File: src/rtl/deskew_ctrl_if.sv
// deskew_ctrl_if: lock/SOL inputs and FIFO/status outputs of the
// 100GbE PCS lane deskew sequencer.
// master: AM lock + FIFO side (drives i_*, observes o_*)
// slave : deskew_ctrl (observes i_*, drives o_*)
interface deskew_ctrl_if #(
  parameter int N_LANES     = 20,
  parameter int NB_SKEW     = 6,
  parameter int NB_FAIL_CNT = 8
);
  logic                   i_enable;
  logic                   i_valid;
  logic [N_LANES-1:0]     i_am_lock;
  logic [N_LANES-1:0]     i_resync;
  logic [N_LANES-1:0]     i_start_of_lane;
  logic [NB_SKEW-1:0]     i_max_skew;
  logic                   o_deskew_start;
  logic [N_LANES-1:0]     o_fifo_wr_en;
  logic                   o_fifo_rd_en;
  logic                   o_align_status;
  logic [NB_SKEW-1:0]     o_skew;
  logic [NB_FAIL_CNT-1:0] o_fail_cnt;

  modport master (
    output i_enable, i_valid, i_am_lock,
    output i_resync, i_start_of_lane, i_max_skew,
    input  o_deskew_start, o_fifo_wr_en, o_fifo_rd_en,
    input  o_align_status, o_skew, o_fail_cnt
  );

  modport slave (
    input  i_enable, i_valid, i_am_lock,
    input  i_resync, i_start_of_lane, i_max_skew,
    output o_deskew_start, o_fifo_wr_en, o_fifo_rd_en,
    output o_align_status, o_skew, o_fail_cnt
  );
endinterface

File: src/rtl/deskew_ctrl.sv
// deskew_ctrl: waits for AM lock on all lanes, arms a deskew window,
// collects per-lane SOL pulses and releases FIFO reads when aligned.
// Ports: i_clock, i_reset (sync, active-high), bus (deskew_ctrl_if.slave):
//   i_enable, i_valid, i_am_lock, i_resync, i_start_of_lane, i_max_skew
//   o_deskew_start, o_fifo_wr_en, o_fifo_rd_en, o_align_status,
//   o_skew, o_fail_cnt
module deskew_ctrl #(
  parameter int N_LANES     = 20,
  parameter int NB_SKEW     = 6,
  parameter int NB_FAIL_CNT = 8
) (
  input  logic         i_clock,
  input  logic         i_reset,
  deskew_ctrl_if.slave bus
);
  typedef enum logic [4:0] {
    IDLE      = 5'b00001,
    WAIT_LOCK = 5'b00010,
    WAIT_SOL  = 5'b00100,
    COLLECT   = 5'b01000,
    ALIGNED   = 5'b10000
  } state_t;

  state_t                 state_q;
  logic [N_LANES-1:0]     seen_q;
  logic [N_LANES-1:0]     wr_en_q;
  logic [NB_SKEW-1:0]     skew_cnt_q;
  logic [NB_SKEW-1:0]     skew_q;
  logic [NB_FAIL_CNT-1:0] fail_cnt_q;
  logic                   start_q;
  logic                   rd_en_q;
  logic                   align_q;

  logic [N_LANES-1:0]     sol;
  logic [N_LANES-1:0]     seen_d;
  logic [NB_SKEW-1:0]     cand_d;
  logic                   loss;
  logic                   done;
  logic                   fail;

  assign sol    = bus.i_start_of_lane;
  assign seen_d = seen_q | sol;
  assign cand_d = skew_cnt_q + 1'b1;
  assign loss   = (~&bus.i_am_lock) | (|bus.i_resync);

  // Completion beats any fail in the same cycle, so a window that
  // closes on cand == i_max_skew is still accepted.
  always_comb begin
    done = 1'b0;
    fail = 1'b0;
    if (state_q == WAIT_SOL && |sol) begin
      done = &sol;
      fail = !done && (bus.i_max_skew == '0);
    end else if (state_q == COLLECT) begin
      done = &seen_d;
      fail = !done &&
             ((|(sol & seen_q)) || (cand_d == bus.i_max_skew));
    end
  end

  always_ff @(posedge i_clock) begin
    if (i_reset) begin
      state_q    <= IDLE;
      seen_q     <= '0;
      wr_en_q    <= '0;
      skew_cnt_q <= '0;
      skew_q     <= '0;
      fail_cnt_q <= '0;
      start_q    <= 1'b0;
      rd_en_q    <= 1'b0;
      align_q    <= 1'b0;
    end else if (bus.i_valid) begin
      start_q <= 1'b0;
      if (loss && state_q != IDLE && state_q != WAIT_LOCK) begin
        state_q <= WAIT_LOCK;
        seen_q  <= '0;
        wr_en_q <= '0;
        rd_en_q <= 1'b0;
        align_q <= 1'b0;
      end else if (done) begin
        state_q <= ALIGNED;
        seen_q  <= seen_d;
        wr_en_q <= '1;
        rd_en_q <= 1'b1;
        align_q <= 1'b1;
        skew_q  <= (state_q == COLLECT) ? cand_d : '0;
      end else if (fail) begin
        state_q <= WAIT_SOL;
        start_q <= 1'b1;
        seen_q  <= '0;
        wr_en_q <= '0;
        if (fail_cnt_q != '1) begin
          fail_cnt_q <= fail_cnt_q + 1'b1;
        end
      end else begin
        unique case (state_q)
          IDLE: state_q <= WAIT_LOCK;
          WAIT_LOCK: begin
            if (bus.i_enable && &bus.i_am_lock) begin
              state_q <= WAIT_SOL;
              start_q <= 1'b1;
            end
          end
          WAIT_SOL: begin
            if (|sol) begin
              state_q    <= COLLECT;
              seen_q     <= sol;
              wr_en_q    <= sol;
              skew_cnt_q <= '0;
            end
          end
          COLLECT: begin
            skew_cnt_q <= cand_d;
            seen_q     <= seen_d;
            wr_en_q    <= seen_d;
          end
          ALIGNED: state_q <= ALIGNED;
          default: state_q <= IDLE;
        endcase
      end
    end
  end

  assign bus.o_deskew_start = start_q;
  assign bus.o_fifo_wr_en   = wr_en_q;
  assign bus.o_fifo_rd_en   = rd_en_q;
  assign bus.o_align_status = align_q;
  assign bus.o_skew         = skew_q;
  assign bus.o_fail_cnt     = fail_cnt_q;
endmodule
File: src/flat_wrapper.sv
// flat-port wrapper written by rule: the top's interface ports become plain ports
module deskew_ctrl_flat 
#(
  parameter int N_LANES     = 20,
  parameter int NB_SKEW     = 6,
  parameter int NB_FAIL_CNT = 8
)
  (i_clock, i_reset, bus_i_enable, bus_i_valid, bus_i_am_lock, bus_i_resync, bus_i_start_of_lane, bus_i_max_skew, bus_o_deskew_start, bus_o_fifo_wr_en, bus_o_fifo_rd_en, bus_o_align_status, bus_o_skew, bus_o_fail_cnt);
  deskew_ctrl_if #(.N_LANES(N_LANES), .NB_SKEW(NB_SKEW), .NB_FAIL_CNT(NB_FAIL_CNT)) bus_i ();
  input  logic i_clock;
  input  logic i_reset;
  input wire logic [$bits(bus_i.i_enable)-1:0] bus_i_enable;
  input wire logic [$bits(bus_i.i_valid)-1:0] bus_i_valid;
  input wire logic [$bits(bus_i.i_am_lock)-1:0] bus_i_am_lock;
  input wire logic [$bits(bus_i.i_resync)-1:0] bus_i_resync;
  input wire logic [$bits(bus_i.i_start_of_lane)-1:0] bus_i_start_of_lane;
  input wire logic [$bits(bus_i.i_max_skew)-1:0] bus_i_max_skew;
  output wire logic [$bits(bus_i.o_deskew_start)-1:0] bus_o_deskew_start;
  output wire logic [$bits(bus_i.o_fifo_wr_en)-1:0] bus_o_fifo_wr_en;
  output wire logic [$bits(bus_i.o_fifo_rd_en)-1:0] bus_o_fifo_rd_en;
  output wire logic [$bits(bus_i.o_align_status)-1:0] bus_o_align_status;
  output wire logic [$bits(bus_i.o_skew)-1:0] bus_o_skew;
  output wire logic [$bits(bus_i.o_fail_cnt)-1:0] bus_o_fail_cnt;
  assign bus_i.i_enable = bus_i_enable;
  assign bus_i.i_valid = bus_i_valid;
  assign bus_i.i_am_lock = bus_i_am_lock;
  assign bus_i.i_resync = bus_i_resync;
  assign bus_i.i_start_of_lane = bus_i_start_of_lane;
  assign bus_i.i_max_skew = bus_i_max_skew;
  assign bus_o_deskew_start = bus_i.o_deskew_start;
  assign bus_o_fifo_wr_en = bus_i.o_fifo_wr_en;
  assign bus_o_fifo_rd_en = bus_i.o_fifo_rd_en;
  assign bus_o_align_status = bus_i.o_align_status;
  assign bus_o_skew = bus_i.o_skew;
  assign bus_o_fail_cnt = bus_i.o_fail_cnt;
  deskew_ctrl #(.N_LANES(N_LANES), .NB_SKEW(NB_SKEW), .NB_FAIL_CNT(NB_FAIL_CNT)) u_core (.i_clock(i_clock), .i_reset(i_reset), .bus(bus_i));
endmodule
File: config.mk
export PLATFORM = sky130hd
export DESIGN_NAME = deskew_ctrl_flat
export DESIGN_NICKNAME = d
export VERILOG_FILES = /design/src/rtl/deskew_ctrl_if.sv /design/src/rtl/deskew_ctrl.sv /design/src/flat_wrapper.sv
export SDC_FILE = /design/constraint.sdc
export NUM_CORES = 1
export LEC_CHECK = 0
export ABC_AREA = 1
export ABC_CLOCK_PERIOD_IN_PS = 2450
export CAP_MARGIN = 30
export CORE_MARGIN = 5
export CORE_UTILIZATION = 45
export CTS_CLUSTER_DIAMETER = 30
export DETAILED_ROUTE_END_ITERATION = 10
export PLACE_DENSITY = 0.87
export RECOVER_POWER = 25
export SYNTH_ARGS = -nofsm -noshare
export SYNTH_HDL_FRONTEND = slang
export SYNTH_SLANG_ARGS = --single-unit
File: constraint.sdc
create_clock -name i_clock -period 2.45 [get_ports i_clock]
set_clock_uncertainty 0.15 [all_clocks]
set_input_delay 0.49 -clock i_clock [delete_from_list [all_inputs] [get_ports i_clock]]
set_output_delay 0.49 -clock i_clock [all_outputs]
set_load 0.05 [all_outputs]
# After elaboration in Yosys (flattened, before gate mapping)
# Cells that the tools add are included.
# totals
romBits	0
input_bits	70
register_bits	67
mem_count	0
latchBits	0
ramBits	0
# op_classes
n_lt_le_gt_ge	0
n_reduce_logical	26
mul	0
muxes	27
bitwise	6
div_mod_pow	0
n_eq_ne	13
addsub	2
shifts	0
# op_table
cell	count
20-bit two-way mux	6
20-bit AND reduction	3
20-bit OR reduction	3
20-bit case mux with 2 select lines	1
5-bit two-way mux	5
5-bit case mux with 5 select lines	1
20-bit bitwise AND	1
20-bit OR	1
6-bit two-way mux	2
6-bit case mux with 2 select lines	1
1-bit two-way mux	11
5-bit by 1-bit inequality test with 1-bit output, second input constant	2
8-bit by 1-bit adder with 8-bit output, second input constant	1
8-bit inequality test, second input constant	1
6-bit by 1-bit adder with 6-bit output, second input constant	1
6-bit equality test	1
1-bit logical AND	6
6-bit logical NOT	1
3-bit AND reduction	2
6-bit AND reduction	1
5-bit by 1-bit equality test with 1-bit output, second input constant	1
5-bit by 2-bit equality test with 1-bit output, second input constant	1
5-bit by 3-bit equality test with 1-bit output, second input constant	1
5-bit by 4-bit equality test with 1-bit output, second input constant	1
14 further kinds	19

# Longest topological paths before layout
# depth
depth_word	9
depth_mapped	16
mapped_depth_nobuf	15

# Worst setup path before layout
# OpenSTA, ideal clock, no wires.
# synth_timing
kind	in2reg
from	input port bus_i_start_of_lane[7]
to	register u_core.wr_en_q[0] (netlist: u_core.bus.o_fifo_wr_en[0])
arrival_time_ps	1766
cell_stages	11
required_time_ps	2230
path_slack_ps	464
cell_sequence	inv_1 nor3_1 nand2_1 nor2_1 nor2_1 nand2_1 nand4_2 nand3_1 buf_2 nand2_1 a21oi_1
# synth_between
elab_chain_cells	9
word_cells_on_any_way	22
classes_between	1 x eq/ne; 7 x mux; 2 x bitwise; 12 x reduce/logical
# synth_lines
element	line_no	text
from (decl)	flat_wrapper.sv:16	input wire logic [$bits(bus_i.i_start_of_lane)-1:0] bus_i_start_of_lane;
20-bit OR or 20-bit bitwise AND (tied branches)	deskew_ctrl.sv:42, deskew_ctrl.sv:57	
20-bit AND reduction or 20-bit OR reduction (tied branches)	deskew_ctrl.sv:55, deskew_ctrl.sv:57	
1-bit logical NOT or 1-bit logical OR (tied branches)	deskew_ctrl.sv:56, deskew_ctrl.sv:57	
1-bit logical AND	deskew_ctrl.sv:56	fail = !done &&
1-bit two-way mux	deskew_ctrl.sv:54	end else if (state_q == COLLECT) begin
1-bit two-way mux	deskew_ctrl.sv:51	if (state_q == WAIT_SOL && |sol) begin
20-bit two-way mux	deskew_ctrl.sv:87	end else if (fail) begin
20-bit two-way mux	deskew_ctrl.sv:80	end else if (done) begin
20-bit two-way mux	deskew_ctrl.sv:74	if (loss && state_q != IDLE && state_q != WAIT_LOCK) begin
to (signal assigned)	deskew_ctrl.sv:108	wr_en_q <= sol;
to (signal assigned)	deskew_ctrl.sv:115	wr_en_q <= seen_d;
to (decl)	deskew_ctrl.sv:26	logic [N_LANES-1:0] wr_en_q;
# Several ways; a longest one is shown, not always the timed one.
# A chain may end at the register's enable or synchronous reset.

# Worst setup path in the final report
# layout_timing
from	input port bus_i_start_of_lane[8]
to	register u_core.wr_en_q[16] (netlist: u_core.bus.o_fifo_wr_en[16])
# Same word-level chain as after synthesis.

==> results by group <==
Global route
  – GRT met3 Usage: 4.19%
  – First-pass GRT wire length: 20500 µm
  – Global-route usage over all layers: 23.9%
  – Initial antenna violation count: 0
  – Met1 Use GR: 30.9%
  – Vias in the first global route: 4570
  – GR peak layer: met2
  – M2 GR Usage: 39.9%
  – Total grt overflow: 0
  – Largest net degree at the start of global routing: 31

Drt
  – DRC: 0
  – Avg WL per Cell: 15.5 µm
  – 1st-pass router iterations: 6
  – DR iter-0 viols: 413
  – Final Routed Wirelength: 13900 µm
  – Via density: 5.43
  – Routed Antenna Nets: 0
  – Total number of vias: 4862

Floorplan
  – I/O pins: 107
  – CORE AREA: 8590 µm²
  – Cell Rows: 34
  – Die Footprint: 10600 µm²
  – Die Height: 103 µm
  – Initial cell density of the core: 45.3%
  – Die W: 103 µm

CTS
  – Hold Buf Count CTS: 0
  – Number of CTS-inserted buffers: 9
  – # clock sinks: 67
  – Clock-pin slew of the registers on the worst-case setup and hold paths: 0.07 ns
  – CTS tree: yes
  – Worst skew pair latency: 0.34 ns
  – Root buf cell: clkbuf_8
  – Max clock buf depth: 2
  – H-tree Lvls: 3

Final layout
  – Filler cells: 717
  – Synth-to-layout area growth: 57.8%
  – Nets@finish: 856
  – Most frequent cells in the layout: nand2_1, a21oi_1, nor2_1
  – FF/Latch Area: 1350 µm²
  – Post-Route Utilization: 71.5%
  – Most common cell after layout, fill and taps aside: nand2_1
  – Layout cell share with drive strength beyond 1: 21.6%
  – Ant. Diodes: 0
  – Multi-input gate area: 2460 µm²

STA
  – Endpoints failing hold: 0
  – Fin Setup TNS: -2.71 ns
  – Final setup violation count: 45
  – Worst Tran Pin Value: 0.521 ns
  – Tcrit/Tclk final: 105%
  – Fin. max-slew vios: 0
  – Relative slew slack: 65.2%
  – Fmax: 388 MHz
  – Final Critical Period: 2.58 ns
  – Setup slack after layout: -0.129 ns
  – RSZ-0062 raised after global routing: yes
  – Hold WS: 0.300 ns

Power
  – Sw Share: 31.0%
  – Logic pwr share: 27.7%
  – Peak supply drop: 308 µV
  – Pwr per Cell Area: 451 nW/µm²
  – Clock power frac: 30.1%
  – Sw power: 0.859 mW
  – P_leak: 2.69 nW
  – Sequential Power Share: 42.2%
  – Int Pwr: 1.91 mW

Status
  – Status: finished with violations
  – Violated checks: setup timing

Critical path
  – Crit path launch type: input port
  – Crit path DAT: 2.70 ns
  – Critical path class: input port to flop
  – Largest fanout on the critical path: 7
  – Req. time, crit path: 2.57 ns
  – Crit path capture type: flop

Synth
  – Synth Area in Compound Gates: 15.1%
  – Mux share of post-synthesis cell area: 0%
  – Simple-gate share of the synthesized area: 38.7%
  – Mapped Area: 3890 µm²
  – Syn Inst Count: 625
  – Post-synth top area share: 34.4%
  – Number of library cell types mapped by synthesis: 32
  – Synth Flop Type: dfxtp_1
  – XOR/XNOR Fraction of Synth Area: 1.35%
  – Adder-cell share of the synthesized area: 0.642%
  – EDFF count, synth: 0
  – Synthesized flop and latch total: 67
  – Syn_nets: 697
  – Yosys top cell by area: dfxtp_1
  – Top cells by area, synth: dfxtp_1, nand2_1, a21oi_1
  – YS warnings: 0
  – Synthesized area per cell: 6.23 µm²
  – Post-synthesis sequential area ratio: 34.4%
  – Ys async rst share: 0%
  – Main combinational cell family by area after synthesis: simple AND/OR/NAND/NOR gates

Placed design
  – GPL Wtd Cong: 0.986
  – Port bufs: 106
  – DP HPWL: 9470 µm

Worst hold path
  – Hold/Removal Path Class: flop to flop

Job
  – Max-cap violations: 0
through the flow:
step	power [mW]	instances	area [µm²]	worst slack (ns)
after floorplan	1.51	625	3890	0.464
final	2.77	896	6150	-0.129
after global routing	2.89	896	6150	-0.151
after global placement	1.79	869	5410	-0.370
after detailed placement	1.81	869	5410	-0.541
after CTS	2.66	885	5640	0.0298
power by group through the flow:
stage | combinational (mW) | clock [mW] | sequential (mW)
5_1_grt | 0.819 | 0.897 | 1.17
2_1_floorplan | 0.268 | 0 | 1.24
3_3_place_gp | 0.610 | 0 | 1.18
3_5_place_dp | 0.622 | 0 | 1.19
4_1_cts | 0.645 | 0.853 | 1.16
6_report | 0.768 | 0.834 | 1.17
layout make-up:
type                            instances  area share (%)
Timing Repair Buffer                  172            28.6
Tap cell                              108            2.20
Inverter                               72            4.40
Multi-Input combinational cell        462            40.0
Clock inverter                          2           0.163
Clock buffer                           13            2.75
Sequential cell                        67            21.9
registers in the layout, indices dropped and copies added, names as in the netlist:
register / cells
u_core.state_q: 5
u_core.bus.o_deskew_start: 1
u_core.bus.o_skew: 6
u_core.seen_q: 20
u_core.skew_cnt_q: 6
u_core.bus.o_fail_cnt: 8
u_core.bus.o_align_status: 1
u_core.bus.o_fifo_wr_en: 20
synthesized netlist by cell type, drive strengths merged, types with 3 or more instances:
library cell / n
nand3b: 3
xor2: 3
nand2: 157
or2: 3
dfxtp: 67
nor2: 89
nand3: 34
a21oi: 87
o21ai: 23
nand4: 36
clkbuf: 10
nor4: 5
xnor2: 3
buf: 14
inv: 72
nor3: 11
worst paths after layout:
kind                                startpoint                                       end  slack, ns  cells after the start
max                     bus_i_start_of_lane[8]  u_core.bus.o_fifo_wr_en[16]$_SDFFE_PP0P_      -0.13                     13
min          u_core.bus.o_skew[2]$_SDFFE_PP0P_         u_core.bus.o_skew[2]$_SDFFE_PP0P_       0.30                      2
max reg2reg  u_core.skew_cnt_q[0]$_SDFFE_PP0P_  u_core.bus.o_fifo_wr_en[16]$_SDFFE_PP0P_      -0.01                     15
min reg2reg  u_core.bus.o_skew[2]$_SDFFE_PP0P_         u_core.bus.o_skew[2]$_SDFFE_PP0P_       0.30                      2
timing repair:
action                                  in CTS  in global routing
pin swaps                                    2                 33
gates resized for setup                     12                101
cloned                                       1                  6
hold endpoints to repair                     0                  0
buffers inserted                             0                  5
endpoints found under the setup margin      58                 62
per-layer routing:
metal	vias to the layer above	wire length (µm)
li1	2377	-
met1	2219	5730
met2	226	6780
met3	40	1080
met4	0	271
met5	-	0
critical path, cell delays in order:
cell and delay (ns):
clkdlybuf4s50_1 0.47, inv_1 0.12, nand4_1 0.12, nor2_2 0.17, nand3_2 0.14, inv_1 0.13
nor2_1 0.07, nand2_2 0.16, nand4_4 0.16, nand3_4 0.24, clkbuf_16 0.21, nand2_2 0.06
a21oi_2 0.16
cell families after synthesis:
family,Yosys count
flops,67
xor+xnor,6
buf+inv,96
simple gates,339
compound gates,115
fa+ha+maj,2
(Power assumes the default switching activity.)
